**src/rtl/hazard_scheduler_pkg.sv**
```systemverilog
// rtl/hazard_scheduler_pkg.sv - shared constants, slot type and helpers for the hazard scheduler
package hazard_scheduler_pkg;

    // ALU operand source selects
    localparam logic [1:0] FWD_REG = 2'b00;
    localparam logic [1:0] FWD_MEM = 2'b01;
    localparam logic [1:0] FWD_WB  = 2'b10;

    // Scoreboard slot field widths
    localparam int REG_W      = 5;
    localparam int SLOT_W     = 1 + REG_W + 1;

    // Default width of the stall and flush counters
    localparam int HZ_CNT_W_DEF = 16;

    // Slot index inside the per-slot match vectors
    localparam int SLOT_EX  = 0;
    localparam int SLOT_MEM = 1;
    localparam int SLOT_WB  = 2;

    typedef struct packed {
        logic             valid;
        logic [REG_W-1:0] dest;
        logic             is_load;
    } sb_slot_t;

    // A slot only claims a source when the reader actually uses it; $0 is never a producer
    function automatic logic slot_match(input sb_slot_t slot,
                                        input logic [REG_W-1:0] src,
                                        input logic use_src);
        return use_src && slot.valid && (slot.dest != '0) && (slot.dest == src);
    endfunction

    // Youngest producer wins: EX (about to be MEM) beats MEM (about to be WB)
    function automatic logic [1:0] fwd_select(input logic [1:0] ex_mem_match);
        if (ex_mem_match[0]) begin
            return FWD_MEM;
        end
        if (ex_mem_match[1]) begin
            return FWD_WB;
        end
        return FWD_REG;
    endfunction

endpackage

```
**src/rtl/hz_scoreboard.sv**
```systemverilog
// rtl/hz_scoreboard.sv - three-slot destination scoreboard (EX, MEM, WB) with bubble insertion
module hz_scoreboard
    import hazard_scheduler_pkg::*;
(
    input  logic             SYS_clk,
    input  logic             SYS_reset,
    input  logic             bubble,
    input  logic [REG_W-1:0] D_rs,
    input  logic [REG_W-1:0] D_rt,
    input  logic             D_use_rs,
    input  logic             D_use_rt,
    input  logic [REG_W-1:0] D_write_register,
    input  logic             D_RegWrite,
    input  logic             D_MemRead,
    output logic [2:0]       rs_match,
    output logic [2:0]       rt_match,
    output logic             ex_is_load
);

    sb_slot_t ex_q;
    sb_slot_t mem_q;
    sb_slot_t wb_q;
    sb_slot_t ex_next;

    // The instruction leaving Decode, or an empty slot when a bubble is injected
    always_comb begin
        ex_next = '0;
        if (!bubble) begin
            ex_next.valid   = D_RegWrite;
            ex_next.dest    = D_write_register;
            ex_next.is_load = D_MemRead;
        end
    end

    // Shift the scoreboard on the pipeline update edge
    always_ff @(negedge SYS_clk) begin
        if (SYS_reset) begin
            ex_q  <= '0;
            mem_q <= '0;
            wb_q  <= '0;
        end else begin
            wb_q  <= mem_q;
            mem_q <= ex_q;
            ex_q  <= ex_next;
        end
    end

    // Per-slot comparison against both Decode source fields
    always_comb begin
        rs_match           = '0;
        rt_match           = '0;
        rs_match[SLOT_EX]  = slot_match(ex_q,  D_rs, D_use_rs);
        rs_match[SLOT_MEM] = slot_match(mem_q, D_rs, D_use_rs);
        rs_match[SLOT_WB]  = slot_match(wb_q,  D_rs, D_use_rs);
        rt_match[SLOT_EX]  = slot_match(ex_q,  D_rt, D_use_rt);
        rt_match[SLOT_MEM] = slot_match(mem_q, D_rt, D_use_rt);
        rt_match[SLOT_WB]  = slot_match(wb_q,  D_rt, D_use_rt);
    end

    assign ex_is_load = ex_q.is_load;

    // The load flag is irrelevant once the producer has reached WB
    logic unused_wb_load;
    assign unused_wb_load = wb_q.is_load;

endmodule

```
**src/rtl/hazard_scheduler.sv**
```systemverilog
// rtl/hazard_scheduler.sv - MIPS hazard controller (stall, bubble, flush, forwarding); forwarding enabled by HZ_FORWARD_EN
module hazard_scheduler
    import hazard_scheduler_pkg::*;
#(
    parameter int CNT_W = HZ_CNT_W_DEF
) (
    input  logic             SYS_clk,
    input  logic             SYS_reset,
    input  logic [REG_W-1:0] D_rs,
    input  logic [REG_W-1:0] D_rt,
    input  logic             D_use_rs,
    input  logic             D_use_rt,
    input  logic [REG_W-1:0] D_write_register,
    input  logic             D_RegWrite,
    input  logic             D_MemRead,
    input  logic             EX_branch_taken,
    output logic             HZ_stall,
    output logic             HZ_bubble_EX,
    output logic             HZ_flush_D,
    output logic [1:0]       HZ_fwd_a,
    output logic [1:0]       HZ_fwd_b,
    output logic [CNT_W-1:0] HZ_stall_count,
    output logic [CNT_W-1:0] HZ_flush_count
);

    localparam logic [CNT_W-1:0] CNT_MAX = '1;

    logic [2:0] rs_match;
    logic [2:0] rt_match;
    logic       ex_is_load;
    logic       hazard;

    hz_scoreboard u_scoreboard (
        .SYS_clk          (SYS_clk),
        .SYS_reset        (SYS_reset),
        .bubble           (HZ_bubble_EX),
        .D_rs             (D_rs),
        .D_rt             (D_rt),
        .D_use_rs         (D_use_rs),
        .D_use_rt         (D_use_rt),
        .D_write_register (D_write_register),
        .D_RegWrite       (D_RegWrite),
        .D_MemRead        (D_MemRead),
        .rs_match         (rs_match),
        .rt_match         (rt_match),
        .ex_is_load       (ex_is_load)
    );

`ifdef HZ_FORWARD_EN
    // Only a load still in EX cannot be forwarded in time
    assign hazard = ex_is_load & (rs_match[SLOT_EX] | rt_match[SLOT_EX]);

    logic unused_wb_match;
    assign unused_wb_match = rs_match[SLOT_WB] ^ rt_match[SLOT_WB];
`else
    // Without forwarding the consumer waits until its producer has left WB
    assign hazard = (|rs_match) | (|rt_match);

    logic unused_ex_load;
    assign unused_ex_load = ex_is_load;
`endif

    // A taken branch wins: the stalled Decode instruction is wrong-path
    assign HZ_flush_D   = EX_branch_taken;
    assign HZ_bubble_EX = hazard | EX_branch_taken;
    assign HZ_stall     = hazard & ~EX_branch_taken;

`ifdef HZ_FORWARD_EN
    logic [1:0] fwd_a_next;
    logic [1:0] fwd_b_next;

    // Operand sources for the instruction entering EX; a bubble needs none
    always_comb begin
        fwd_a_next = FWD_REG;
        fwd_b_next = FWD_REG;
        if (!HZ_bubble_EX) begin
            fwd_a_next = fwd_select(rs_match[1:0]);
            fwd_b_next = fwd_select(rt_match[1:0]);
        end
    end

    // Hold the selects for the whole cycle in which the instruction executes
    always_ff @(negedge SYS_clk) begin
        if (SYS_reset) begin
            HZ_fwd_a <= FWD_REG;
            HZ_fwd_b <= FWD_REG;
        end else begin
            HZ_fwd_a <= fwd_a_next;
            HZ_fwd_b <= fwd_b_next;
        end
    end
`else
    assign HZ_fwd_a = FWD_REG;
    assign HZ_fwd_b = FWD_REG;
`endif

    // Saturating count of cycles spent stalled
    always_ff @(negedge SYS_clk) begin
        if (SYS_reset) begin
            HZ_stall_count <= '0;
        end else if (HZ_stall && (HZ_stall_count != CNT_MAX)) begin
            HZ_stall_count <= HZ_stall_count + 1'b1;
        end
    end

    // Saturating count of taken-branch flushes
    always_ff @(negedge SYS_clk) begin
        if (SYS_reset) begin
            HZ_flush_count <= '0;
        end else if (HZ_flush_D && (HZ_flush_count != CNT_MAX)) begin
            HZ_flush_count <= HZ_flush_count + 1'b1;
        end
    end

endmodule

```
**config.mk**
```make
export PLATFORM = sky130hd
export DESIGN_NAME = hazard_scheduler
export DESIGN_NICKNAME = d
export VERILOG_FILES = /design/src/rtl/hazard_scheduler_pkg.sv /design/src/rtl/hz_scoreboard.sv /design/src/rtl/hazard_scheduler.sv
export SDC_FILE = /design/constraint.sdc
export NUM_CORES = 1
export LEC_CHECK = 0
export BUFFER_PORTS_ARGS = -buffer_cell sky130_fd_sc_hd__buf_4
export CAP_MARGIN = 20
export CORE_MARGIN = 1.5
export CORE_UTILIZATION = 53
export DETAILED_ROUTE_END_ITERATION = 10
export PLACE_DENSITY = 0.79
export SYNTH_ARGS = -nofsm -noshare
export SYNTH_HDL_FRONTEND = slang
export SYNTH_SLANG_ARGS = --single-unit
export TNS_END_PERCENT = 30
```
**constraint.sdc**
```tcl
create_clock -name SYS_clk -period 2.3 [get_ports SYS_clk]
set_input_delay 0.23 -clock SYS_clk [delete_from_list [all_inputs] [get_ports SYS_clk]]
set_output_delay 0.23 -clock SYS_clk [all_outputs]
set_load 0.1 [all_outputs]
```
==> out/metrics.yaml, run 1 <==
rows: 24
grt_max_degree: 25
place.gp.congestion: 0.8852
dieWidth_um: 71.41
start_util: 0.5618
haltStage: "global routing"
dp_slack_ps: -894.4
yosysUniqueCellTypes: 37
grt_overflow: 168
clock_path_buffers: 2
dpl.cell_count: 415
io_buffers: 55
synthArstFlopShare: 0
worstEpCategory: "primary output"
syn_area_um2: 2480
synth_edf_count: 0
synth_cells: 292
track_usage: 0.7923
cts.sinks: 50
die_h_um: 71.41
error_line: "[ERROR GRT-0232] Routing congestion too high. Check the congestion heatmap in the GUI."
dp_hpwl_um: 4343
avgSynthCellArea_um2: 8.493
holdBufCountCts: 0
cts.htree.levels: 2
numCtsBuffers: 5
clock-root-buffer: "clkbuf_8"
status: "aborted with a tool error"
synth.yosys.seq_area_share: 0.4036
grt-worst-endpoint: "HZ_stall"
io_pins: 61
synthFlopType: "dfxtp_1"
place_area_um2: 3171
synth_warnings: 0
ys_ff_latch: 50
==> cell usage after synthesis (6+ instances only) <==
| cell | count | share of area |
|---|---|---|
| dfxtp_1 | 50 | 0.40 |
| xor2_1 | 27 | 0.095 |
| nor2_1 | 21 | 0.032 |
| a21oi_1 | 18 | 0.036 |
| nand3_1 | 18 | 0.036 |
| or3_1 | 18 | 0.045 |
| o21ai_0 | 17 | 0.034 |
| nand2_1 | 13 | 0.020 |
| nor2b_1 | 13 | 0.033 |
| inv_1 | 12 | 0.018 |
| xnor2_1 | 11 | 0.039 |
| and3_1 | 10 | 0.025 |
| clkbuf_1 | 9 | 0.014 |
| nor3_1 | 8 | 0.016 |
| nor4_1 | 7 | 0.018 |
| nand4_1 | 6 | 0.015 |
==> kinds of logic after synthesis <==
family	count (synthesis)	synth area share
adders and majority gates	2	0.01009
buffers and inverters	29	0.05499
xor gates and xnor gates	38	0.1342
DFF	50	0.4036
muxes	2	0.008577
AOI/OAI and AO/OA	45	0.1130
other	1	0.001512
and+or+nand+nor	125	0.2740
==> stage by stage <==
| stage | hold slack (ps) | util |
|---|---|---|
| 4_1_cts | 499.5 | 0.9357 |
| 2_1_floorplan | 456.0 | - |
| 3_5_place_dp | 480.0 | 0.7183 |
| 3_3_place_gp | 469.9 | 0.7183 |
==> routing by layer <==
| layer | track usage | overflow |
|---|---|---|
| met1 | 0.7710 | 0 |
| met2 | 1.024 | 105 |
| met3 | 0.4937 | 0 |
| met4 | 0.9665 | 63 |
| met5 | 0.07071 | 0 |
==> what timing repair did <==
item,CTS
pin swaps,15
buffers inserted,6
gates cloned,2
endpoints found under the setup margin,56
resized for setup,173
==> run 2: changes to the inputs <==
- CORE_UTILIZATION: 53 -> 40
- PLACE_DENSITY: 0.79 -> default
- PLACE_DENSITY_LB_ADDON: default -> 0.15
==> run 2 against run 1 <==
Compared with the run above: the flow now finishes, with violations (negative setup slack); area after synthesis did not move; synthesized cell count did not move.
==> out/metrics.yaml, run 2 <==
holdPathStages: 1
core_um2: 5956
slew_viol_final: 0
place.gp.congestion: 0.8518  # -3.8%
cts.htree.levels: 2  # unchanged
dieWidth_um: 81.74  # +14%
fin_worst_skew_ps: 26.06
synthTopCellsByCount: "dfxtp_1 (50), xor2_1 (27), nor2_1 (21)"
synthArstFlopShare: 0  # unchanged
grt_max_degree: 19
synth_most_common_cell: "dfxtp_1"
peakVddDrop_v: 0.0002594
final_common_cell: "inv_1"
drtIter0Drc: 109
layout_common_cells: "inv_1 (63), buf_4 (53), buf_12 (35)"
wirelength_um: 7197
vias: 2673
ys_ff_latch: 50  # unchanged
synth.yosys.seq_area_share: 0.4036  # unchanged
dp_slack_ps: -922.1  # -27.74 ps
final_antenna_net_count: 0
diodes: 0
grt_pass1_vias: 2611
cp.required_ps: 2070
leakagePower_uw: 0.001957
syn_area_um2: 2480  # unchanged
fin_ws_ps: -1224
clock_path_buffers: 2  # unchanged
n_fill_cell: 459
via_per_inst: 5.211
numCtsBuffers: 5  # unchanged
clock_latency_ps: 380
wl_per_cell_um: 14.03
failed_checks: "negative setup slack"
total_power_uw: 1968
drc: 0
status: "complete, but fails checks"
cts_tree: "done"
track_usage: 0.2275
grt_overflow: 0
die-area_um2: 6681
die_h_um: 81.74  # +14%
dr.pass1.iters: 4
syn_to_final_growth_pct: 75.48
fin_setup_tns_ps: -14780
yosysUniqueCellTypes: 37  # unchanged
dp_hpwl_um: 4421  # +1.8%
hold_path_class: "register to register"
antenna_found_initial: 0
start_util: 0.4164  # -0.1454
synth_cells: 292  # unchanged
synth_largest_area_cell: "dfxtp_1"
synth_edf_count: 0  # unchanged
crit_fanout: 4
seq_area_um2: 1119
min_to: "u_scoreboard.wb_q[5]$_SDFF_NP0_"
hold_viol_final: 0
rows: 28  # +17%
path_clk_slew_ps: 50
synthFlopType: "dfxtp_1"
netlist_top_cells_area: "dfxtp_1 (40%), xor2_1 (9.5%), or3_1 (4.5%), xnor2_1 (3.9%), a21oi_1 (3.6%)"
final_util: 0.7307
timing.hold.ws_ps: 477.4
largestRegisters: "HZ_flush_count x16, HZ_stall_count x16"
synth_warnings: 0  # unchanged
r2r-start: "u_scoreboard.mem_q[4]$_SDFF_NP0_"
layout.nets: 461
drive_above_1_share: 0.4087
multi_input_area_um2: 1582
grt_pass1_wl_um: 11650
power_density_nw_per_um2: 452.3
arrival_ps: 3290
final-setup-viol-count: 28
critPathKind: "register to output port"
netlist.area_leader.share: 0.4036  # unchanged
cap_viol_max_count: 0
cts.sinks: 50  # unchanged
io_pins: 61  # unchanged
io_buffers: 55  # unchanged
clock-root-buffer: "clkbuf_8"
cp-start-kind: "register"
r2r_end: "HZ_stall_count[7]$_SDFFE_NP0P_"
reg2reg_slack_ps: -10
endpoint_kind: "output port"
rsz0062_at_grt: "true"
min_from: "u_scoreboard.mem_q[5]$_SDFF_NP0_"
avgSynthCellArea_um2: 8.493  # unchanged
worstRegToRegCells: 8
## run 2: cell counts after synthesis
Identical to the previous run, type by type.
## run 2: layer usage
layer	track usage	routed length [µm]
met1	0.2598	3090
met2	0.3713	3545
met3	0.07889	380
met4	0.1220	181
met5	0	0
## run 2: final cells by class
class                           count  area share
Clock buffer                        5     0.01581
Clock inverter                     53     0.04629
Inverter                           12     0.01150
Multi-Input combinational cell    218      0.3634
Sequential cell                    50      0.2570
Tap cell                           75     0.02156
Timing Repair Buffer              100      0.2844
## run 2: power by group
part           total (µW)  switching, µW  internal [µW]
Clock                 844            522            322
Combinational         251            143            107
Sequential            874           17.4            856
## run 2: how the worst max path moves through the flow
stage,start,end,slack [ps],cells past startpoint
CTS,u_scoreboard.wb_q[2]$_SDFF_NP0_,HZ_bubble_EX,-1150,5
finish,u_scoreboard.mem_q[4]$_SDFF_NP0_,HZ_stall,-1220,7
floorplan,D_rs[0],HZ_stall_count[14]$_SDFFE_NP0P_,-640,8
global placement,u_scoreboard.ex_q[1]$_SDFF_NP0_,HZ_stall,-870,7
global route,u_scoreboard.mem_q[4]$_SDFF_NP0_,HZ_stall,-1360,7
detailed placement,D_rs[0],HZ_stall_count[7]$_SDFFE_NP0P_,-920,8
## run 2: worst max-delay path, cell delays in order (launching register included)
cell	delay [ps]
dfxtp_1	430
xor2_1	110
nor4_1	320
and3_1	270
o221ai_4	140
a31o_4	280
clkinv_4	70
buf_12	160
## run 2: kinds of logic (layout without fill, tap and decap cells)
logic type                 after synthesis  in the layout  synth area share
buffers and inverters                   29            170           0.05499
DFF                                     50             50            0.4036
AOI/OAI and AO/OA                       45             47            0.1130
other                                    1              4          0.001512
xor gates and xnor gates                38             38            0.1342
muxes                                    2              2          0.008577
adders and majority gates                2              2           0.01009
and+or+nand+nor                        125            125            0.2740
## run 2: timing repair
item | CTS | global route
hold buffers | 0 | 0
hold endpoints to repair | 0 | 0
cloned | 2 | 0
setup buffers | 9 | 6
pin swaps | 14 | 13
endpoints found under the setup margin | 56 | 55
gates resized for setup | 181 | 26
## run 2: stage by stage
step / instances / instance area, µm²
floorplan: 295 / 2569
global placement: 440 / 3227
detailed placement: 440 / 3227
CTS: 508 / 4225
global route: 513 / 4352
finish: 513 / 4352
(Power assumes the default switching activity.)
==> run 3: changes to the inputs <==
- BUFFER_PORTS_ARGS: -buffer_cell sky130_fd_sc_hd__buf_4 -> -buffer_cell sky130_fd_sc_hd__buf_2
==> run 3 against run 2 <==
Compared with the run above: clock skew rose by 28 ps; sequential share of layout area fell by 0.45 points; highest routed layer unchanged; largest power group is now the clock network; worst setup slack got worse by 73 ps; critical path type unchanged; the run still ends with negative setup slack left; first-iteration DRC count fell by 0.92%; clock-buffer cell count did not move; final cell count rose by 0.39%.
==> out/metrics.yaml, run 3 (synthesis gave the netlist of run 2 again) <==
grtUsageMet2: 0.3893  # +0.01803
clockPowerShare: 0.476  # +0.047
hold_viol_final: 0  # unchanged
drc: 0  # unchanged
wirelength_um: 8536  # +19%
final-setup-viol-count: 37  # +32%
failed_checks: "negative setup slack"
worstRegToRegCells: 16  # +8
rows: 28  # unchanged
cp.required_ps: 2070  # about the same
power_switching_share: 0.3530  # +0.006261
use_met1: 0.2514  # -0.008478
dp_hpwl_um: 4439  # +0.42%
crit_fanout: 4  # unchanged
crit_family: "simple AND/OR/NAND/NOR gates"
layout_common_cells: "inv_1 (61), buf_12 (35), buf_4 (33)"
critPathKind: "register to output port"
io_pins: 61  # unchanged
vias: 2780  # +4.0%
min_from: "u_scoreboard.ex_q[3]$_SDFF_NP0_"
n_fill_cell: 400  # -13%
slew_viol_final: 0  # unchanged
r2r_end: "HZ_stall_count[1]$_SDFFE_NP0P_"
holdBufCountCts: 0  # unchanged
syn_to_final_growth_pct: 80.22
min_to: "u_scoreboard.mem_q[3]$_SDFF_NP0_"
crit_chain: "xor2_2 -> nor4_2 -> and3_1 -> o221ai_4 -> a31o_4 -> buf_12 -> clkinv_8 -> buf_12"
p_sw_uw: 759.4  # +11%
die-area_um2: 6681  # unchanged
cts.htree.levels: 2  # unchanged
peakVddDrop_v: 0.0004025  # +55%
dp_slack_ps: -910.0  # +12.12 ps
reg2reg_slack_ps: -580  # -570 ps
leakagePower_uw: 0.001978  # +1.1%
crit_buf_inv: 3  # +1
total_power_uw: 2151  # +9.3%
dr.pass1.iters: 5  # +1
combPwrFrac: 0.120  # -0.007
core_um2: 5956  # unchanged
holdPathStages: 1  # unchanged
die_h_um: 81.74  # unchanged
p_int_uw: 1392  # +8.2%
clock_path_buffers: 2  # unchanged
crit_path_top_delay_cell: "dfxtp_2"
grt_max_degree: 21  # +2
final_common_cell: "inv_1"
hold_path_class: "register to register"
wl_per_cell_um: 16.57  # +18%
final_antenna_net_count: 0  # unchanged
grtUsageMet3: 0.07667  # -0.002222
layout.nets: 462  # +0.22%
fin_ws_ps: -1297  # -73.38 ps
crit_top_cell: "buf_12"
rsz0062_at_grt: "true"
path_clk_slew_ps: 40  # about the same
drive_above_1_share: 0.4442  # +0.03552
grt_overflow: 0  # unchanged
endpoint_kind: "output port"
fin_setup_tns_ps: -18440  # -3655 ps
start_util: 0.4164  # unchanged
numCtsBuffers: 5  # unchanged
fin_worst_skew_ps: 53.87  # +27.81 ps
grt-busiest-layer: "met2"
place.gp.congestion: 0.9089  # +6.7%
dieWidth_um: 81.74  # unchanged
seq_power_share: 0.404  # -0.040
cts.sinks: 50  # unchanged
grt_pass1_vias: 2654  # +1.6%
cp-start-kind: "register"
io_buffers: 55  # unchanged
clock-root-buffer: "clkbuf_8"
track_usage: 0.2280  # +0.0005706
cts_tree: "done"
max_stage_delay_ps: 350  # -80 ps
antenna_found_initial: 1  # +1
power_density_nw_per_um2: 481.4  # +6.4%
clock_latency_ps: 420  # +40 ps
grt_pass1_wl_um: 11720  # +0.53%
r2r-start: "u_scoreboard.mem_q[1]$_SDFF_NP0_"
drtIter0Drc: 108  # -0.92%
arrival_ps: 3370  # +80 ps
status: "complete, but fails checks"
via_per_inst: 5.398  # +3.6%
largestRegisters: "HZ_flush_count x16, HZ_stall_count x16"
cap_viol_max_count: 0  # unchanged
[run 3: cell types whose count changed in the layout (fill, tap and decap cells not counted), moves of 2 or more]
| cell | delta |
|---|---|
| buf_4 | -20 |
| buf_2 | +10 |
| buf_6 | +10 |
| o21ai_1 | -6 |
| xor2_1 | -6 |
| xor2_2 | +6 |
| o21ai_0 | +5 |
| dfxtp_4 | +3 |
| nor4_1 | -3 |
| nor4_2 | +3 |
| dfxtp_1 | -2 |
| inv_1 | -2 |
[run 3: timing repair]
action / CTS / global route
endpoints found under the setup margin: 54 / 61
pin swaps: 24 / 16
resized for setup: 93 / 47
cloned: 1 / 1
setup buffers: 14 / 4
[run 3: cell type report]
class	instances	area, µm²	area share
Clock buffer	5	68.82	0.01540
Multi-Input combinational cell	218	1629	0.3645
Tap cell	75	93.84	0.02100
Inverter	12	57.56	0.01288
Timing Repair Buffer	101	1257	0.2814
Sequential cell	50	1129	0.2525
Clock inverter	53	231.5	0.05179
Antenna cell	1	2.502	0.0005599
[run 3: worst max path at each step]
stage	startpoint	end	slack (ps)	cells past startpoint
after floorplan	D_rs[0]	HZ_stall_count[14]$_SDFFE_NP0P_	-640	8
after global placement	u_scoreboard.mem_q[5]$_SDFF_NP0_	HZ_stall	-880	8
after detailed placement	u_scoreboard.mem_q[3]$_SDFF_NP0_	HZ_stall	-910	8
after CTS	u_scoreboard.wb_q[2]$_SDFF_NP0_	HZ_bubble_EX	-1180	5
after global routing	u_scoreboard.wb_q[3]$_SDFF_NP0_	HZ_stall	-1390	8
final	u_scoreboard.mem_q[5]$_SDFF_NP0_	HZ_stall	-1300	8
[run 3: per-layer routing]
| layer | part of all wire | vias to the layer above |
|---|---|---|
| met1 | 0.39 | 1300 |
| met5 | 0 | - |
| li1 | - | 1305 |
| met3 | 0.066 | 24 |
| met4 | 0.031 | 0 |
| met2 | 0.51 | 151 |
[run 3: power groups by stage]
stage	registers, µW	logic, µW	clock network [µW]
2_1_floorplan	938	116	135
3_3_place_gp	914	208	135
3_5_place_dp	915	210	135
4_1_cts	875	227	1010
5_1_grt	869	270	1140
6_report	870	258	1020
[run 3: through the flow]
| stage | hold slack, ps | cell area, µm² | std cells | util |
|---|---|---|---|---|
| after floorplan | 456.0 | 2569 | 295 | - |
| after detailed placement | 476.9 | 3562 | 437 | 0.5981 |
| final | 490.5 | 4469 | 515 | 0.7504 |
| after global routing | 503.1 | 4469 | 515 | 0.7504 |
| after CTS | 491.7 | 4244 | 509 | 0.7126 |
| after global placement | 474.4 | 3562 | 437 | 0.5981 |
[run 3: worst reg2reg max path: cells and delay by family, from the launching register on]
family | cells | cell delay (ps)
buf+inv | 11 | 1140
compound gates | 3 | 670
simple gates | 2 | 630
flops | 1 | 310
